[src/rtl/output_buffer_pkg.sv]
// output_buffer_pkg: shared sizes and drain FSM states for the output buffer
package output_buffer_pkg;
  localparam int DEPTH = 16;
  localparam int ADDR_W = 4;
  localparam int CNT_W = 5;
  typedef enum logic [1:0] {IDLE, FETCH, STREAM, DONE} state_t;
endpackage

[src/rtl/ob_regfile.sv]
// ob_regfile: result storage with per-entry valid bits, one write, one read, one clear port
module ob_regfile import output_buffer_pkg::*; #(
  parameter int DEPTH = output_buffer_pkg::DEPTH,
  parameter int DATA_W = 32
) (
  input  logic              clk,
  input  logic              rst,
  input  logic              wr_en,
  input  logic [ADDR_W-1:0] wr_addr,
  input  logic [DATA_W-1:0] wr_data,
  input  logic [ADDR_W-1:0] rd_addr,
  output logic [DATA_W-1:0] rd_data,
  output logic              rd_valid,
  input  logic              clr_en,
  input  logic [ADDR_W-1:0] clr_addr,
  output logic [DEPTH-1:0]  valid_nxt,
  output logic              overwrite
);
  logic [DATA_W-1:0] mem_q [DEPTH];
  logic [DEPTH-1:0] valid_q, valid_d;
  assign rd_data = mem_q[rd_addr];
  assign rd_valid = valid_q[rd_addr];
  assign valid_nxt = valid_d;
  // a write landing on an entry being fetched out this cycle is a refill, not an overwrite
  assign overwrite = wr_en && valid_q[wr_addr] && !(clr_en && clr_addr == wr_addr);
  // next valid vector: fetch clears, write sets and wins on the same entry
  always_comb begin
    valid_d = valid_q;
    if (clr_en) valid_d[clr_addr] = 1'b0;
    if (wr_en) valid_d[wr_addr] = 1'b1;
  end
  // valid bits are reset, data is not
  always_ff @(posedge clk or posedge rst) begin
    if (rst) valid_q <= '0;
    else valid_q <= valid_d;
  end
  // data storage
  always_ff @(posedge clk) begin
    if (wr_en) mem_q[wr_addr] <= wr_data;
  end
endmodule

[src/rtl/output_buffer.sv]
// output_buffer: stores accumulator results and streams a wrapped range out over valid/ready
module output_buffer import output_buffer_pkg::*; #(
  parameter int DEPTH = output_buffer_pkg::DEPTH,
  parameter int DATA_W = 32
) (
  input  logic              clk,
  input  logic              rst,
  input  logic              wr_en,
  input  logic [ADDR_W-1:0] wr_addr,
  input  logic [DATA_W-1:0] wr_data,
  input  logic              drain_start,
  input  logic [ADDR_W-1:0] drain_base,
  input  logic [CNT_W-1:0]  drain_count,
  output logic              out_valid,
  input  logic              out_ready,
  output logic [DATA_W-1:0] out_data,
  output logic [ADDR_W-1:0] out_addr,
  output logic              busy,
  output logic              drain_done,
  output logic [CNT_W-1:0]  fill_count,
  output logic              err
);
  state_t state_q, state_d;
  logic [ADDR_W-1:0] ptr_q, ptr_d, out_addr_q, out_addr_d, rd_addr;
  logic [CNT_W-1:0] rem_q, rem_d, fill_q, fill_d;
  logic [DATA_W-1:0] out_data_q, out_data_d, rd_data;
  logic out_valid_q, out_valid_d, err_q, err_d, clr_en, rd_valid, overwrite;
  logic [DEPTH-1:0] valid_nxt;
  ob_regfile #(.DEPTH(DEPTH), .DATA_W(DATA_W)) u_rf (
    .clk(clk), .rst(rst), .wr_en(wr_en), .wr_addr(wr_addr), .wr_data(wr_data),
    .rd_addr(rd_addr), .rd_data(rd_data), .rd_valid(rd_valid),
    .clr_en(clr_en), .clr_addr(rd_addr), .valid_nxt(valid_nxt), .overwrite(overwrite)
  );
  assign out_valid = out_valid_q;
  assign out_data = out_data_q;
  assign out_addr = out_addr_q;
  assign busy = state_q != IDLE;
  assign drain_done = state_q == DONE;
  assign fill_count = fill_q;
  assign err = err_q;
  assign fill_d = CNT_W'($countones(valid_nxt));
  // drain FSM: in STREAM the read port looks one entry ahead so an accepted beat can be refilled at once
  always_comb begin
    state_d = state_q;
    ptr_d = ptr_q;
    rem_d = rem_q;
    out_valid_d = out_valid_q;
    out_data_d = out_data_q;
    out_addr_d = out_addr_q;
    clr_en = 1'b0;
    rd_addr = (state_q == STREAM) ? ptr_q + 1'b1 : ptr_q;
    err_d = err_q | overwrite | (state_q == IDLE && drain_start && drain_count == '0);
    case (state_q)
      IDLE: if (drain_start && drain_count != '0) begin
        ptr_d = drain_base;
        rem_d = drain_count;
        state_d = FETCH;
      end
      FETCH: if (rd_valid) begin
        clr_en = 1'b1;
        out_valid_d = 1'b1;
        out_data_d = rd_data;
        out_addr_d = rd_addr;
        state_d = STREAM;
      end
      STREAM: if (out_ready) begin
        rem_d = rem_q - 1'b1;
        if (rem_q == CNT_W'(1)) begin
          out_valid_d = 1'b0;
          state_d = DONE;
        end else begin
          ptr_d = rd_addr;
          clr_en = rd_valid;
          out_valid_d = rd_valid;
          out_data_d = rd_valid ? rd_data : out_data_q;
          out_addr_d = rd_valid ? rd_addr : out_addr_q;
          state_d = rd_valid ? STREAM : FETCH;
        end
      end
      default: state_d = IDLE;
    endcase
  end
  // control and output registers, all cleared by reset
  always_ff @(posedge clk or posedge rst) begin
    if (rst) begin
      state_q <= IDLE;
      ptr_q <= '0;
      rem_q <= '0;
      out_valid_q <= 1'b0;
      out_data_q <= '0;
      out_addr_q <= '0;
      fill_q <= '0;
      err_q <= 1'b0;
    end else begin
      state_q <= state_d;
      ptr_q <= ptr_d;
      rem_q <= rem_d;
      out_valid_q <= out_valid_d;
      out_data_q <= out_data_d;
      out_addr_q <= out_addr_d;
      fill_q <= fill_d;
      err_q <= err_d;
    end
  end
endmodule

[config.mk]
export PLATFORM = sky130hd
export DESIGN_NAME = output_buffer
export DESIGN_NICKNAME = d
export VERILOG_FILES = /design/src/rtl/output_buffer_pkg.sv /design/src/rtl/ob_regfile.sv /design/src/rtl/output_buffer.sv
export SDC_FILE = /design/constraint.sdc
export NUM_CORES = 1
export LEC_CHECK = 0
export BUFFER_PORTS_ARGS = -buffer_cell sky130_fd_sc_hd__buf_2
export CORE_MARGIN = 2
export CORE_UTILIZATION = 35
export CTS_CLUSTER_DIAMETER = 120
export DETAILED_ROUTE_END_ITERATION = 12
export GPL_TIMING_DRIVEN = 1
export PLACE_DENSITY = 0.56
export RECOVER_POWER = 50
export SYNTH_ARGS = -nofsm -noshare
export SYNTH_HDL_FRONTEND = slang
export SYNTH_HIERARCHICAL = 1
export SYNTH_SLANG_ARGS = --single-unit
[constraint.sdc]
create_clock -name clk -period 15.9 [get_ports clk]
set_input_delay 3.18 -clock clk [delete_from_list [all_inputs] [get_ports clk]]
set_output_delay 3.18 -clock clk [all_outputs]
set_load 0.005 [all_outputs]
## After elaboration in Yosys (flattened, before gate mapping)

Memories as Yosys holds them, arrays and structs flattened.
Cells that the tools add are included.

- Add/sub/neg operators: 17
- $lt $le $gt $ge: 4
- Eq/ne operators: 9
- Multiplexer cells: 41
- Bitwise gates (word level): 5
- Reductions and logical operators: 20

Operator list:

| cell | count |
|---|---|
| $mux 32 | 3 |
| $pmux 32 s2 | 1 |
| $mux 16 | 2 |
| $mux 4 | 7 |
| $add 1x1->2 | 8 |
| $and 16x16->16 | 1 |
| $not 16->16 | 1 |
| $or 16x16->16 | 1 |
| $pmux 4 s2 | 2 |
| $add 2x2->3 | 4 |
| $reduce_and 3->1 | 4 |
| $mux 1 | 11 |
| $lt 4x5->1 const B | 2 |
| $mux 2 | 5 |
| $mux 5 | 2 |
| $pmux 5 s2 | 1 |
| $add 3x3->4 | 2 |
| $bmux 1 s4 | 2 |
| $demux 1 s4 | 2 |
| $ge 4x1->1 const B | 2 |
| $logic_and 1x1->1 | 8 |
| $ne 2x2->1 const B | 3 |
| $pmux 2 s3 | 1 |
| $reduce_bool 2->1 | 3 |
| 15 further kinds | 18 |

- Flip-flop bits (word level): 70
- RAM bits: 512
- Input port bits: 50
- Output and inout bits: 45
- Logic and storage cells: 106
- Memories: 1

Memory list:

| memory | words | width | rd ports | clocked after memory_dff | wr ports | RTL line | RTL |
|---|---|---|---|---|---|---|---|
| u_rf.mem_q | 16 | 32 | 1 | 0 | 1 | ob_regfile.sv:19 | `logic [DATA_W-1:0] mem_q [DEPTH];` |

## Longest topological paths before layout

Gate-level depths: netlist of run 1.

- Word-level depth: 15
- Mapped depth: 25
- Mapped depth without buffers: 20

## Cells and area by module

The synthesis of run 1 kept the hierarchy.

Modules (own cells, without submodules):

| module | instances | cells each | area an instance (µm²) | seq. area each (µm²) |
|---|---|---|---|---|
| ob_regfile | 1 | 819 | 20240.7 | 15775.1 |
| output_buffer | 1 | 228 | 2930.3 | 1351.3 |

## Worst setup path after synthesis of run 1

No wires, ideal clock.

- Path kind: input-to-reg
- Start: in wr_addr[0]
- End: reg fill_q[4], in the netlist fill_count[4]
- Setup time: 119 ps
- Arrival: 9282 ps
- Data required time: 15781 ps
- Path slack: 6499 ps
- Cell stages on the path: 15
- Path buffers: 2
- Path through: clkbuf_1 -> or3b_2 -> clkbuf_1 -> nor3_1 -> nand2b_1 -> fa_1 -> inv_1 -> fa_1 -> fa_1 -> fa_1 -> inv_1 -> ha_1 -> fa_1 -> a21oi_1 -> nor2b_1

- Cells in the longest elaborated chain, start to end: 10
- Elaborated cells between the ends (all ways): 22
- Classes of those cells: add/sub (15); order compare (2); mux (3); bitwise (1); reduce/logical (1)

RTL lines:

| item | RTL line | RTL |
|---|---|---|
| from (decl) | output_buffer.sv:9 | `input logic [ADDR_W-1:0] wr_addr,` |
| $lt 4x5->1 (not written as such) or $ge 4x1->1 (tied branches) | ob_regfile.sv:30 | `if (wr_en) valid_d[wr_addr] = 1'b1;` |
| $logic_and 1x1->1 (not written as such) | ob_regfile.sv:30 |  |
| $mux 1 (not written as such) | ob_regfile.sv:30 |  |
| $demux 1 s4 (*) | -- |  |
| $or 16x16->16 (no line) (*) | -- |  |
| $mux 16 (*) | ob_regfile.sv:30 |  |
| named net valid_nxt[0] | output_buffer.sv:28 | `logic [DEPTH-1:0] valid_nxt;` |
| $add 1x1->2 (not written as such) (*) | output_buffer.sv:41 | `assign fill_d = CNT_W'($countones(valid_nxt));` |
| $add 2x2->3 (not written as such) (*) | output_buffer.sv:41 |  |
| $add 3x3->4 (not written as such) (*) | output_buffer.sv:41 |  |
| $add 4x4->5 (not written as such) (*) | output_buffer.sv:41 |  |
| named net fill_d[4] | output_buffer.sv:25 | `logic [CNT_W-1:0] rem_q, rem_d, fill_q, fill_d;` |
| to (signal assigned) | output_buffer.sv:101 | `fill_q <= fill_d;` |
| to (decl) | output_buffer.sv:25 |  |

Mark *: on every way through the listed nets, which the timed path passes. The rest lies on a longest branch.
A chain may end at the register's enable or synchronous reset.

## Final worst setup path of run 1

- Start: reg state_q[0]
- End: reg fill_q[4], in the netlist fill_count[4]

- Elaborated cells between the ends (all ways): 34
- Classes of those cells: add/sub (15); order compare (2); eq/ne (2); mux (11); bitwise (3); reduce/logical (1)

RTL lines:

| item | RTL line | RTL |
|---|---|---|
| from (decl) | output_buffer.sv:23 | `state_t state_q, state_d;` |
| from (signal assigned) | output_buffer.sv:95 | `state_q <= state_d;` |
| $eq 2x2->1 (*) | output_buffer.sv:51 | `rd_addr = (state_q == STREAM) ? ptr_q + 1'b1 : ptr_q;` |
| $mux 4 (*) | output_buffer.sv:51 |  |
| named net rd_addr[0] | output_buffer.sv:24 | `logic [ADDR_W-1:0] ptr_q, ptr_d, out_addr_q, out_addr_d, rd_addr;` |
| $bmux 1 s4 (*) | ob_regfile.sv:22 | `assign rd_valid = valid_q[rd_addr];` |
| $mux 1 (not written as such) (*) | ob_regfile.sv:22 |  |
| named net rd_valid | output_buffer.sv:27 | `logic out_valid_q, out_valid_d, err_q, err_d, clr_en, rd_valid, overwrite;` |
| $mux 1 | output_buffer.sv:68 | `if (rem_q == CNT_W'(1)) begin` |
| $mux 1 | output_buffer.sv:66 | `STREAM: if (out_ready) begin` |
| (+1 left out) | -- |  |
| named net clr_en | output_buffer.sv:27 |  |
| (+1 left out) | -- |  |
| $or 16x16->16 (no line) | -- |  |
| $mux 16 (*) | ob_regfile.sv:30 |  |
| named net valid_nxt[13] | output_buffer.sv:28 |  |
| $add 1x1->2 (not written as such) (*) | output_buffer.sv:41 |  |
| $add 2x2->3 (not written as such) (*) | output_buffer.sv:41 |  |
| $add 3x3->4 (not written as such) (*) | output_buffer.sv:41 |  |
| $add 4x4->5 (not written as such) (*) | output_buffer.sv:41 |  |
| named net fill_d[4] | output_buffer.sv:25 |  |

Mark *: on every way through the listed nets, which the timed path passes. The rest lies on a longest branch. The select of a mux whose other input is x is not followed.

==> out/metrics.yaml, run 1 <==
clock_tree:
  cts_buffer_depth: 3
  clk_pin_slew_ns: 0.06
  clockRootBuffer: "clkbuf_16"
  postCtsHoldBufs: 0
  cts_setup_buffers: 0
  htreeDepth: 2
  cts_tree: "built"
  clkLatencyLatePin_ns: 0.61
  cts_buffers: 58
  clkSinkCount: 582
  post_cts_resized: 0
synthesis:
  synth_area_per_cell_um2: 22.1
  synth_edf_count: 512
  synth-seq-cells: 582
  async_flop_share_pct: 12.0
  syn-cell-area_um2: 23200
  syn_nets: 1120
  synthCells: 1047
  ys_types: 49
  synth-seq-area-share_pct: 73.9
  yosys_warnings: 6
  synth_ff_type: "edfxtp_1"
pwr:
  power-per-cell-area_nw_per_um2: 206
  p_leak_nw: 8.65
  power_mw: 5.46
  peakVddDrop_v: 0.000286
routing:
  drt.antenna.violating_nets: 0
  dr.pass1.iters: 5
  wl_per_cell_um: 24.2
  drcViolationCount: 0
  viasPerCell: 5.23
  wirelength_um: 50500
  vias: 10900
  drtIter0Drc: 1015
global_routing:
  grt_usage_pct: 15.1
  grt_max_degree: 135
  gr-total-overflow: 0
  grt_pass1_vias: 11400
  antenna_found_initial: 1
  grt_pass1_wl_um: 75700
floorplan:
  num_rows: 94
  ios: 95
  die_w_um: 261
  die_y_um: 261
  initial_core_util_pct: 35.3
  core-area_um2: 65600
  dieArea_um2: 68300
timing:
  final_max_slew_viol_count: 39
  fin_skew_ns: 0.0240
  max_freq_mhz: 139
  post-route-period-util_pct: 45.3
  worst_slack_ns: 8.70
  rsz0062_at_grt: "no"
  finalHoldViolCount: 0
  fin_crit_ns: 7.20
  setup_tns_ns: 0
  worst_pin_slew_ns: 2.76
  setup_violations: 0
  maxSlewHeadroom_pct: -83.9
setup_path:
  cp.arrival_ns: 7.70
  critPathMaxStageDelay_ns: 0.87
  crit_type: "reg -> reg"
  path_buf_inv: 4
  required_ns: 16.39
  worstSetupPathDepth: 20
  rr_worst_depth: 20
  path_cells: "inv_1 > ha_1 > xor2_4 > buf_4 > mux4_2 > mux4_2 > o211a_1 > nand3b_1 > o21ai_0 > o21ai_0 > fa_1 > fa_1 > inv_1 > fa_1 > fa_1 > inv_1 > ha_1 > fa_1 > a21oi_1 > nor2b_1"
  cp_slowest_cell: "ha_1"
  crit_top_cell: "fa_1"
  crit_fanout: 44
  critPathCaptureType: "flip-flop"
  path_delay_family: "adder cells"
  worstSetupStartpointType: "flip-flop"
min_path:
  hold_depth: 1
  min_path_type: "reg -> reg"
cells_and_area:
  nNetsFinal: 1244
  fin_util_pct: 40.5
  area_delta_synth_final_pct: 14.6
  mostFrequentLayoutCells: "edfxtp_1 (512), mux4_2 (169), dfrtp_1 (70), clkbuf_1 (60), clkbuf_16 (58)"
  drive_above_1_share_pct: 32.0
  diodes: 0
  nFillCells: 5824
  final_common_cell: "edfxtp_1"
status:
  outcome: "complete, but fails checks"
  failed_checks: "max-capacitance violations, max-slew violations"
placement:
  gp_congestion: 0.804
  pre_cts_ws_ns: 8.08
  post-dp-hpwl_um: 26000
  port-buffer-count: 94
flow_run:
  cap_violations: 1
-- state kept, by name, summed over array words and instances (netlist names), 2 cells and up --
signal	cells
u_rf/mem_q	512
state_q	2
out_addr	4
out_data	32
rem_q	5
fill_count	5
ptr_q	4
u_rf/valid_q	16
-- final timing paths --
path	start	to	slack, ns
worst max-delay path	state_q[0]$_DFFE_PP0P_	fill_count[4]$_DFF_PP0_	8.70
worst min-delay path	err$_DFF_PP0_	err$_DFF_PP0_	0.48
worst max register to register	state_q[0]$_DFFE_PP0P_	fill_count[4]$_DFF_PP0_	8.70
worst min register to register	err$_DFF_PP0_	err$_DFF_PP0_	0.48
max in group asynchronous	rst	out_data[25]$_DFFE_PP0P_	10.14
min in group asynchronous	rst	u_rf/valid_q[15]$_DFF_PP0_	2.65
-- layout make-up --
class,count,area (um^2),share of cell area (%)
Tap cell,864,1080,4.07
Multi-Input combinational cell,385,5770,21.7
Sequential cell,582,17100,64.5
Clock inverter,28,272,1.02
Timing Repair Buffer,116,604,2.28
Inverter,28,105,0.396
Clock buffer,81,1600,6.02
-- stage by stage --
stage               cells  area, um^2  hold WS (ns)
finish               2084       26600         0.477
floorplan            1047       23200         0.473
CTS                  2084       26600         0.476
global placement     1975       24700         0.458
detailed placement   1975       24700         0.463
global route         2084       26600         0.497
-- cell usage after synthesis, types with 7 or more instances --
cell type,count,area [um^2]
a21oi_1,10,50.1
inv_1,28,105
ha_1,13,163
nand2b_1,12,75.1
buf_2,8,40.0
buf_6,10,113
nand2_1,13,48.8
buf_1,7,26.3
edfxtp_1,512,15400
nand3_1,9,45.0
mux2_2,7,78.8
fa_1,10,200
mux2_4,30,450
clkbuf_1,24,90.1
dfrtp_1,70,1750
o21ai_0,36,180
mux4_2,169,3810
nor2_1,18,67.6
-- per-layer routing --
layer  up-vias  wire (um)  GRT usage (%)
met3        79       2460           2.67
li1       4580          -              -
met4         2        889           3.66
met1      5962      22700           21.4
met2       280      24500           24.3
met5         -         11              0
-- cell families (layout without fill, tap and decap cells) --
family                   after synthesis  count (layout)  synth area share, %
AO/OA/AOI/OAI                         65              65                 1.63
AND/OR/NAND/NOR                       80              80                 1.88
multiplexers                         208             208                 18.8
adder cells (fa/ha/maj)               23              23                 1.57
buffers and inverters                 80             253                 1.87
flip-flops                           582             582                 73.9
XOR/XNOR                               9               9                0.340
-- where the power goes --
part	switching, mW	leakage [nW]	internal (mW)
registers	0.0762	5.43	1.80
logic	1.07	2.33	1.18
clock network	0.568	0.897	0.767
No activity file was read; power rests on OpenSTA's default activity.
==> run 2: changes to the inputs <==
- clock period: 15.9 -> 7.44 ns (I/O delays scaled with it)
==> run 2 against run 1 <==
The run still ends with max-capacitance violations, max-slew violations left. First-iteration DRC count down 16%. Sequential share of layout area decreased by 0.30 points. Cell area up 0.47%. Die area did not move. Clock skew up 0.0059 ns. Via count is 0.71% lower. Sequential cell count is the same. Maximum frequency up 6.0%. Combinational power is 110% higher. Register-to-register slack worse by 8.1 ns. Final cell count rose by 0.24%. Routed wire length increased by 0.82%.
==> out/metrics.yaml, run 2 (synthesis results as in run 1) <==
global_routing:
  antenna_found_initial: 3
  grt_usage_pct: 15.3
  grt_max_degree: 104
  gr-total-overflow: 0
  grt_pass1_wl_um: 76200
  grt_pass1_vias: 11500
clock_tree:
  cts_buffer_depth: 3
  clkSinkCount: 582
  postCtsHoldBufs: 0
  clockRootBuffer: "clkbuf_16"
  clk_pin_slew_ns: 0.06
  clkLatencyLatePin_ns: 0.63
  post_cts_resized: 0
  htreeDepth: 2
  cts_tree: "built"
  cts_setup_buffers: 0
  cts_buffers: 60
timing:
  post-route-period-util_pct: 91.4
  fin_crit_ns: 6.80
  max_freq_mhz: 147
  fin_skew_ns: 0.0298
  setup_violations: 0
  maxSlewHeadroom_pct: -143
  rsz0062_at_grt: "no"
  finalHoldViolCount: 0
  final_max_slew_viol_count: 55
  worst_pin_slew_ns: 3.65
  setup_tns_ns: 0
routing:
  drt.antenna.violating_nets: 0
  wl_per_cell_um: 24.4
  drtIter0Drc: 853
  vias: 10800
  dr.pass1.iters: 5
  drcViolationCount: 0
  viasPerCell: 5.18
  wirelength_um: 50900
placement:
  port-buffer-count: 94
  post-dp-hpwl_um: 26100
  gp_congestion: 0.809
  placedCellCount: 1978
status:
  outcome: "complete, but fails checks"
  failed_checks: "max-capacitance violations, max-slew violations"
setup_path:
  critPathCaptureType: "flip-flop"
  worstSetupStartpointType: "flip-flop"
  required_ns: 7.95
  crit_type: "reg -> reg"
  cp.arrival_ns: 7.31
  crit_fanout: 19
floorplan:
  dieArea_um2: 68300
  die_y_um: 261
  num_rows: 94
  core-area_um2: 65600
  initial_core_util_pct: 35.3
  die_w_um: 261
  ios: 95
cells_and_area:
  largest-register: "u_rf/mem_q"
  mostFrequentLayoutCells: "edfxtp_1 (512), mux4_2 (169), dfrtp_1 (70), clkbuf_16 (62), buf_2 (60)"
  final_cells: 2089
  diodes: 0
  nNetsFinal: 1249
  final_common_cell: "edfxtp_1"
  area_delta_synth_final_pct: 15.2
  largest_register_ffs: 512
  drive_above_1_share_pct: 33.3
pwr:
  p_leak_nw: 8.76
  power-per-cell-area_nw_per_um2: 441
  power_mw: 11.8
  peakVddDrop_v: 0.000549
min_path:
  min_path_type: "reg -> reg"
flow_run:
  cap_violations: 1
-- run 2: changes by cell type in the layout (fill, tap and decap cells not counted), moves of 4 or more --
cell	previous run	this run
clkbuf_16	58	62
clkbuf_1	60	48
clkbuf_8	6	13
clkinv_2	7	11
buf_2	52	60
-- run 2: critical path, stage by stage (launching register included) --
cell and delay (ns):
dfrtp_1 0.44, inv_1 0.13, ha_1 0.36, clkbuf_1 0.71, xor2_4 0.33, mux4_2 0.55
mux4_2 0.56, o211a_1 0.21, nand3b_1 0.18, o21ai_0 0.12, o21ai_0 0.16, fa_1 0.50
fa_1 0.50, inv_1 0.05, fa_1 0.46, fa_1 0.49, inv_1 0.04, ha_1 0.21
fa_1 0.47, a21oi_1 0.14, nor2b_1 0.06
-- run 2: worst paths after layout --
kind / cells past startpoint / endpoint / from / slack [ns]
setup / recovery: 20 / fill_count[4]$_DFF_PP0_ / state_q[0]$_DFFE_PP0P_ / 0.64
max in group asynchronous: 3 / out_data[23]$_DFFE_PP0P_ / rst / 3.09
setup reg to reg: 20 / fill_count[4]$_DFF_PP0_ / state_q[0]$_DFFE_PP0P_ / 0.64
min in group asynchronous: 2 / u_rf/valid_q[8]$_DFF_PP0_ / rst / 0.93
hold reg to reg: 1 / err$_DFF_PP0_ / err$_DFF_PP0_ / 0.49
hold / removal: 1 / err$_DFF_PP0_ / err$_DFF_PP0_ / 0.49
-- run 2: through the flow --
step	cell area (um^2)	hold slack (ns)	util, %	setup slack (ns)
6_report	26700	0.491	40.7	0.641
4_1_cts	26800	0.486	40.8	0.967
3_3_place_gp	24800	0.454	37.7	1.11
2_1_floorplan	23200	0.473	-	0.734
5_1_grt	26700	0.504	40.7	0.330
3_5_place_dp	24800	0.471	37.7	0.996
-- run 2: power by group --
| group | internal (mW) | leakage (nW) | switching [mW] |
|---|---|---|---|
| registers | 3.85 | 5.43 | 0.154 |
| logic | 2.53 | 2.36 | 2.27 |
| clock network | 1.72 | 0.978 | 1.24 |
-- run 2: area by class of cell --
type                    count  area (um^2)
flip-flops and latches    582        17100
clock inverters            24          211
clock buffers              87         1780
well taps                 864         1080
multi-input cells         385         5760
inverters                  28          105
fillers                  5793        38900
repair buffers            119          621
-- run 2: layer usage --
layer	vias up	routed length [um]	GRT usage [%]	part of all wire [%]
met5	-	33	0	0.065
met1	5870	22300	21.0	44
li1	4594	-	-	-
met4	6	946	4.12	1.9
met2	277	25200	25.3	50
met3	79	2390	2.40	4.7
